## config.mk

```make
export PLATFORM = sky130hd
export DESIGN_NAME = ps2_rx_fifo
export DESIGN_NICKNAME = d
export VERILOG_FILES = /design/src/rtl/ps2_pkg.sv /design/src/rtl/ps2_sync_fifo.sv /design/src/rtl/ps2_rx_fifo.sv
export SDC_FILE = /design/constraint.sdc
export NUM_CORES = 1
export LEC_CHECK = 0
export CAP_MARGIN = 20
export CORE_MARGIN = 3
export CORE_UTILIZATION = 54
export DETAILED_ROUTE_END_ITERATION = 10
export MAX_ROUTING_LAYER = met4
export PLACE_DENSITY = 0.82
export SYNTH_ARGS = -nofsm -noshare
export SYNTH_HDL_FRONTEND = slang
export SYNTH_SLANG_ARGS = --single-unit
```

## constraint.sdc

```tcl
create_clock -name clk -period 2.8 [get_ports clk]
set_input_delay 0.56 -clock clk [delete_from_list [all_inputs] [get_ports clk]]
set_output_delay 0.56 -clock clk [all_outputs]
set_load 0.02 [all_outputs]
```

## src/rtl/ps2_pkg.sv

```systemverilog
// ps2_pkg -- shared constants, FSM encoding and frame helper for the PS/2
// receiver slice (ps2_rx_fifo and ps2_sync_fifo).
//   PS2_EXT_CODE / PS2_BRK_CODE : prefix bytes folded into entry flags
//   ENTRY_W                     : FIFO entry width {ext, brk, code[7:0]}
//   FRAME_BITS                  : start + 8 data + parity + stop
package ps2_pkg;

  localparam logic [7:0] PS2_EXT_CODE = 8'hE0;
  localparam logic [7:0] PS2_BRK_CODE = 8'hF0;
  localparam int         ENTRY_W      = 10;
  localparam int         FRAME_BITS   = 11;

  typedef enum logic [1:0] {
    IDLE  = 2'd0,
    SHIFT = 2'd1,
    CHECK = 2'd2
  } ps2_state_e;

  // Frame is held with the start bit in [0] and the stop bit in [10].
  // Good when start=0, stop=1 and data+parity have odd parity.
  function automatic logic frame_ok(input logic [10:0] f);
    return (f[0] == 1'b0) && (f[10] == 1'b1) && (^f[9:1] == 1'b1);
  endfunction

endpackage

```

## src/rtl/ps2_sync_fifo.sv

```systemverilog
// ps2_sync_fifo -- show-ahead synchronous FIFO.
//   clk, rst        : clock, synchronous active-high reset
//   wr_en, wr_data  : push request and data
//   rd_en           : pop request, ignored while empty
//   rd_data         : head entry (zero while empty)
//   full, empty     : occupancy flags
//   drop            : one-cycle strobe, a push was refused because full
module ps2_sync_fifo #(
  parameter int WIDTH = 10,
  parameter int DEPTH = 8
) (
  input  logic             clk,
  input  logic             rst,
  input  logic             wr_en,
  input  logic [WIDTH-1:0] wr_data,
  input  logic             rd_en,
  output logic [WIDTH-1:0] rd_data,
  output logic             full,
  output logic             empty,
  output logic             drop
);

  localparam int AW = $clog2(DEPTH);

  logic [WIDTH-1:0] mem_q [DEPTH];
  logic [AW:0]      wr_ptr_q;
  logic [AW:0]      rd_ptr_q;
  logic             do_rd;
  logic             do_wr;

  // Extra pointer MSB separates the full and empty cases.
  assign empty = (wr_ptr_q == rd_ptr_q);
  assign full  = (wr_ptr_q[AW] != rd_ptr_q[AW]) &&
                 (wr_ptr_q[AW-1:0] == rd_ptr_q[AW-1:0]);

  // A pop frees a slot in the same cycle, so push+pop on a full FIFO succeeds.
  assign do_rd = rd_en && !empty;
  assign do_wr = wr_en && (!full || do_rd);
  assign drop  = wr_en && full && !do_rd;

  always_ff @(posedge clk) begin
    if (rst) begin
      wr_ptr_q <= '0;
      rd_ptr_q <= '0;
    end else begin
      if (do_wr) wr_ptr_q <= wr_ptr_q + 1'b1;
      if (do_rd) rd_ptr_q <= rd_ptr_q + 1'b1;
    end
  end

  // Storage has no reset; the head is masked while empty instead.
  always_ff @(posedge clk) begin
    if (do_wr) mem_q[wr_ptr_q[AW-1:0]] <= wr_data;
  end

  assign rd_data = empty ? '0 : mem_q[rd_ptr_q[AW-1:0]];

endmodule

```

## src/rtl/ps2_rx_fifo.sv

```systemverilog
// ps2_rx_fifo -- PS/2 keyboard receiver with prefix folding and an output FIFO.
//   clk, rst       : clock, synchronous active-high reset
//   EN             : receive enable (0 aborts a partial frame silently)
//   ps2c, ps2d     : asynchronous PS/2 clock and data lines
//   rd_en          : pop the head entry
//   code, is_ext, is_break, valid, full : FIFO head and status
//   tick           : pulse when an entry is written
//   frame_err      : pulse on parity/start/stop/timeout error
//   overflow       : sticky, a decoded code was dropped (FIFO full)
//   err_count      : saturating error counter, built only when PS2_ERRCNT_EN
//                    is defined, otherwise constant zero
module ps2_rx_fifo
  import ps2_pkg::*;
#(
  parameter int FILTER_LEN  = 8,
  parameter int FIFO_DEPTH  = 8,
  parameter int TIMEOUT_CYC = 5000
) (
  input  logic       clk,
  input  logic       rst,
  input  logic       EN,
  input  logic       ps2d,
  input  logic       ps2c,
  input  logic       rd_en,
  output logic [7:0] code,
  output logic       is_ext,
  output logic       is_break,
  output logic       valid,
  output logic       full,
  output logic       tick,
  output logic       frame_err,
  output logic       overflow,
  output logic [7:0] err_count
);

  localparam int               TMO_W    = $clog2(TIMEOUT_CYC + 1);
  localparam logic [7:0]       FILT_MAX = 8'(FILTER_LEN - 1);
  localparam logic [TMO_W-1:0] TMO_MAX  = TMO_W'(TIMEOUT_CYC);
  localparam logic [3:0]       LAST_BIT = 4'(FRAME_BITS - 1);

  // Input synchronisers and clock filter; idle line level is high.
  logic       ps2c_s1_q, ps2c_s2_q, ps2d_s1_q, ps2d_s2_q;
  logic       filt_q;
  logic [7:0] fcnt_q;
  logic       fall;

  always_ff @(posedge clk) begin
    if (rst) begin
      ps2c_s1_q <= 1'b1;
      ps2c_s2_q <= 1'b1;
      ps2d_s1_q <= 1'b1;
      ps2d_s2_q <= 1'b1;
      filt_q    <= 1'b1;
      fcnt_q    <= '0;
    end else begin
      ps2c_s1_q <= ps2c;
      ps2c_s2_q <= ps2c_s1_q;
      ps2d_s1_q <= ps2d;
      ps2d_s2_q <= ps2d_s1_q;
      // Count consecutive samples that disagree with the filtered level;
      // any agreeing sample restarts the count.
      if (ps2c_s2_q == filt_q) begin
        fcnt_q <= '0;
      end else if (fcnt_q == FILT_MAX) begin
        filt_q <= ps2c_s2_q;
        fcnt_q <= '0;
      end else begin
        fcnt_q <= fcnt_q + 8'd1;
      end
    end
  end

  // Strobe in the cycle the filtered clock is about to go from 1 to 0.
  assign fall = filt_q && !ps2c_s2_q && (fcnt_q == FILT_MAX);

  // Deframer FSM.
  ps2_state_e       state_q, state_d;
  logic [3:0]       bit_cnt_q, bit_cnt_d;
  logic [10:0]      shift_q, shift_d;
  logic [TMO_W-1:0] tmo_q, tmo_d;
  logic             ext_q, ext_d, brk_q, brk_d;
  logic             push, err;
  logic             tick_q, ferr_q, ovf_q;

  logic [ENTRY_W-1:0] head;
  logic               empty, drop;

  always_ff @(posedge clk) begin
    if (rst) begin
      state_q   <= IDLE;
      bit_cnt_q <= '0;
      shift_q   <= '0;
      tmo_q     <= '0;
      ext_q     <= 1'b0;
      brk_q     <= 1'b0;
      tick_q    <= 1'b0;
      ferr_q    <= 1'b0;
      ovf_q     <= 1'b0;
    end else begin
      state_q   <= state_d;
      bit_cnt_q <= bit_cnt_d;
      shift_q   <= shift_d;
      tmo_q     <= tmo_d;
      ext_q     <= ext_d;
      brk_q     <= brk_d;
      tick_q    <= push && !drop;
      ferr_q    <= err;
      ovf_q     <= ovf_q || drop;
    end
  end

  always_comb begin
    state_d   = state_q;
    bit_cnt_d = bit_cnt_q;
    shift_d   = shift_q;
    tmo_d     = tmo_q;
    ext_d     = ext_q;
    brk_d     = brk_q;
    push      = 1'b0;
    err       = 1'b0;
    if (!EN) begin
      // Partial frame discarded without error; prefix flags are kept.
      state_d = IDLE;
      tmo_d   = '0;
    end else begin
      case (state_q)
        IDLE: begin
          if (fall) begin
            shift_d   = {ps2d_s2_q, shift_q[10:1]};
            bit_cnt_d = 4'd1;
            tmo_d     = '0;
            state_d   = SHIFT;
          end
        end
        SHIFT: begin
          if (fall) begin
            shift_d   = {ps2d_s2_q, shift_q[10:1]};
            bit_cnt_d = bit_cnt_q + 4'd1;
            tmo_d     = '0;
            if (bit_cnt_q == LAST_BIT) state_d = CHECK;
          end else begin
            tmo_d = tmo_q + 1'b1;
            if (tmo_d == TMO_MAX) begin
              state_d = IDLE;
              err     = 1'b1;
              ext_d   = 1'b0;
              brk_d   = 1'b0;
            end
          end
        end
        CHECK: begin
          state_d = IDLE;
          if (!frame_ok(shift_q)) begin
            err   = 1'b1;
            ext_d = 1'b0;
            brk_d = 1'b0;
          end else if (shift_q[8:1] == PS2_EXT_CODE) begin
            ext_d = 1'b1;
          end else if (shift_q[8:1] == PS2_BRK_CODE) begin
            brk_d = 1'b1;
          end else begin
            push  = 1'b1;
            ext_d = 1'b0;
            brk_d = 1'b0;
          end
        end
        default: state_d = IDLE;
      endcase
    end
  end

  ps2_sync_fifo #(
    .WIDTH (ENTRY_W),
    .DEPTH (FIFO_DEPTH)
  ) u_fifo (
    .clk     (clk),
    .rst     (rst),
    .wr_en   (push),
    .wr_data ({ext_q, brk_q, shift_q[8:1]}),
    .rd_en   (rd_en),
    .rd_data (head),
    .full    (full),
    .empty   (empty),
    .drop    (drop)
  );

  assign code      = head[7:0];
  assign is_break  = head[8];
  assign is_ext    = head[9];
  assign valid     = !empty;
  assign tick      = tick_q;
  assign frame_err = ferr_q;
  assign overflow  = ovf_q;

`ifdef PS2_ERRCNT_EN
  logic [7:0] errcnt_q;
  always_ff @(posedge clk) begin
    if (rst) begin
      errcnt_q <= '0;
    end else if ((err || drop) && errcnt_q != 8'hFF) begin
      errcnt_q <= errcnt_q + 8'd1;
    end
  end
  assign err_count = errcnt_q;
`else
  assign err_count = 8'h00;
`endif

endmodule

```

==> impl_results.md <==
* CP startpoint kind: flip-flop
* Setup TNS at 0 ps
* Slew Viols, Final at 0
* Initial core utilization at 0.558
* CTS resizes at 13
* Max-capacitance violation count at 0
* Area grow syn2layout at 16.2%
* Classification of the worst setup path: flip-flop to primary output
* Post-layout util at 0.649
* Leak Pwr at 2.70 nW
* Largest net degree at the start of global routing at 38
* Pwr/cell area at 604 mW/mm2
* Max Fanout on Critical Path at 12
* Synth Cell Area at a little over 0.006 mm2
* Avg Inst Size Synth at roughly 12 um2
* Drt first pass iters at 5
* WHS Endpoint: ps2c_s2_q
* Gr usage total at 0.213
* Reg2Reg Capture Point: u_fifo.mem_q[4][7]
* NetSw at a little under 0.001 W
* Unrepaired setup endpoints after global routing: false
* Ys Warns at 0
* Worst R2R Setup Slack at about 160 ps
* Vias per inst at 5.81
* Hold path start: ps2c_s1_q
* Antenna Cells at 0
* Num CTS Buffers at 17
* Via count of the first global-routing pass at 4,134
* Synth cell types at 53
* Final hold viol count at 0
* Depth of the most critical reg-to-reg path at 9
* # fillers at 800
* Total I/O pin count at 29
* Hold Path Stages at 1
* Shortest period the worst path allows at about 2700 ps
* Multi-input logic area at 0.00235 mm2
* Initial antenna violation count at 0
* Reg-to-Reg Start: shift_q[7]
* Layout cells sized above 1 at 0.169
* Clk_skew at between 8 and 9 ps
* Flop pwr share at 0.497
* Ys async rst share at 0
* Clk buf depth at 2
* Seq cells post-synth at approximately 140
* DR DRC count at 0
* Cell taking the most area after synthesis: edfxtp_1
* Clk pin slew, worst setup/hold paths at 60 ps
* Placer Congestion at 0.899
* Fin crit share at 0.953
* Synth Area in Adders at 0.0327
* Vias at 4,053
* First-pass GRT wire length at 20,700 um
* Worst min path class: flip-flop to flip-flop
* Row cnt at 38
* Congestion Overflow GR at 0
* Dpl hpwl at 8170 um
* Tot Pwr at about 0.0043 W
* Layout Nets at 566
* Most frequent cells in the layout: edfxtp_1, dfxtp_1, nor2_1
* Top cell type's share of synthesized area at 0.392
* Chip height at around 110 um
* Commonest non-fill, non-tap cell in the layout: edfxtp_1
* Mux contribution to synthesized area at 0.0982
* Sw frac at 0.226
* Setup Viol. Count Final at 0
* Ys flop type: edfxtp_1
* Sequential cell area at 0.00359 mm2
* Worst endpoint required time at approximately 2200 ps
* Post-synthesis compound-gate area fraction at 0.0710
* Post-synth EDFFs at 80
* WHS at 426 ps
* Combinational family with the most area after synthesis: simple AND/OR/NAND/NOR gates
* Clock Latency Late Sink at 410 ps
* Buffers on Ports at 20
* Sequential area share after synthesis at 0.585
* Max transition margin at 0.334
* Top achievable clock speed at between 300 and 400 MHz
* Core area at 0.0110 mm2
* DR iter-0 viols at roughly 300
* Root Driver: clkbuf_16
* Total wire length at 12,300 um
* Clk pwr share at 0.493
* Slew @ Worst Pin at 994 ps
* Die Span X at 113 um
* Status: finished, final reports clean
* Xor/xnor share of the synthesized area at 0.0308
* Setup Buffers After CTS at 0
* Drt wl/cell at roughly 18 um
* Internal cell power at 0.00333 W
* CP Data Arrival Time at 2110 ps
* CTS tree: yes
* H-tree depth at 4
* Cts hold-fix bufs at 0
* Simple-gate share of the synthesized area at 0.143
* CP Capture Type: primary output
* Antenna Violating Nets Remaining at 0
* Die area at 0.0127 mm2
* Clock sink count at 139
* Comb pwr share at 0.010
* Post-Synthesis Cells at between 500 and 600
* Top post-synthesis cells by area: edfxtp_1, dfxtp_1, mux4_2
* Peak supply drop at just under 0.0006 V
-- flip-flops by register name, indices dropped and copies added (netlist names), 2 cells and up, named ones only --
signal           cells
fcnt_q               8
u_fifo.mem_q        80
state_q              2
bit_cnt_q            4
u_fifo.wr_ptr_q      4
tmo_q               13
shift_q             11
u_fifo.rd_ptr_q      4
-- power by group through the flow --
stage | sequential, W | combinational, W | clock, W
6_report | 0.00214 | 0.0000416 | 0.00212
5_1_grt | 0.00214 | 0.0000447 | 0.00226
4_1_cts | 0.00214 | 0.0000414 | 0.00216
3_5_place_dp | 0.00218 | 0.0000410 | 0
3_3_place_gp | 0.00218 | 0.0000402 | 0
2_1_floorplan | 0.00218 | 0.0000351 | 0
-- metrics by stage --
stage | area, um2 | setup slack [ps] | std cells
after floorplan | 6170 | 10.9 | 514
after global placement | 6560 | 310 | 664
after detailed placement | 6560 | 135 | 664
after CTS | 7120 | 88.2 | 696
after global routing | 7130 | 42.9 | 697
final | 7130 | 130 | 697
-- layer usage --
layer / GRT usage / vias up / routed length [um]
li1: - / 1929 / -
met5: - / - / 0
met3: 0.0507 / 15 / 589
met4: 0.0641 / 0 / 145
met1: 0.257 / 1991 / 5050
met2: 0.359 / 118 / 6540
-- cells by family after synthesis --
| group | after synthesis |
|---|---|
| XOR/XNOR | 20 |
| buffers and inverters | 51 |
| multiplexers | 35 |
| AND/OR/NAND/NOR | 172 |
| other | 1 |
| flip-flops | 139 |
| adder cells (fa/ha/maj) | 16 |
| AO/OA/AOI/OAI | 73 |
-- final cells by class --
type	count	area share
flip-flops and latches	139	0.503
multi-input cells	324	0.330
clock buffers	17	0.0597
repair buffers	44	0.0532
well taps	140	0.0246
clock inverters	15	0.0198
inverters	18	0.00948
-- synth_stat cells, drive strengths merged (3+ instances only) --
cell / number
edfxtp: 80
dfxtp: 59
nor2: 55
nand2: 40
a21oi: 39
mux4: 20
inv: 18
buf: 17
clkbuf: 16
ha: 16
mux2i: 14
nand3: 13
o21ai: 13
xor2: 12
nor3: 9
or2: 8
nand4: 7
xnor2: 7
a31oi: 5
and3: 5
nand2b: 5
nand3b: 4
nand4b: 4
nor2b: 4
and4: 3
nor4: 3
o211ai: 3
or4: 3
-- worst max path at each step --
| stage | startpoint | to | slack, ps |
|---|---|---|---|
| after floorplan | shift_q[8] | u_fifo.mem_q[1][0] | 10 |
| after global routing | shift_q[7] | u_fifo.mem_q[4][2] | 40 |
| final | u_fifo.wr_ptr_q[1] | valid | 130 |
| after CTS | state_q[1] | tmo_q[9] | 90 |
| after detailed placement | state_q[1] | tmo_q[9] | 140 |
| after global placement | shift_q[7] | u_fifo.mem_q[4][2] | 310 |
-- critical path, cell delays in order, from the launching register on --
cell	delay, ps
dfxtp_2	380
xor2_1	200
nor4_2	300
buf_4	240
inv_1	50
clkdlybuf4s50_1	530
Power figures use the tool's default switching activity.
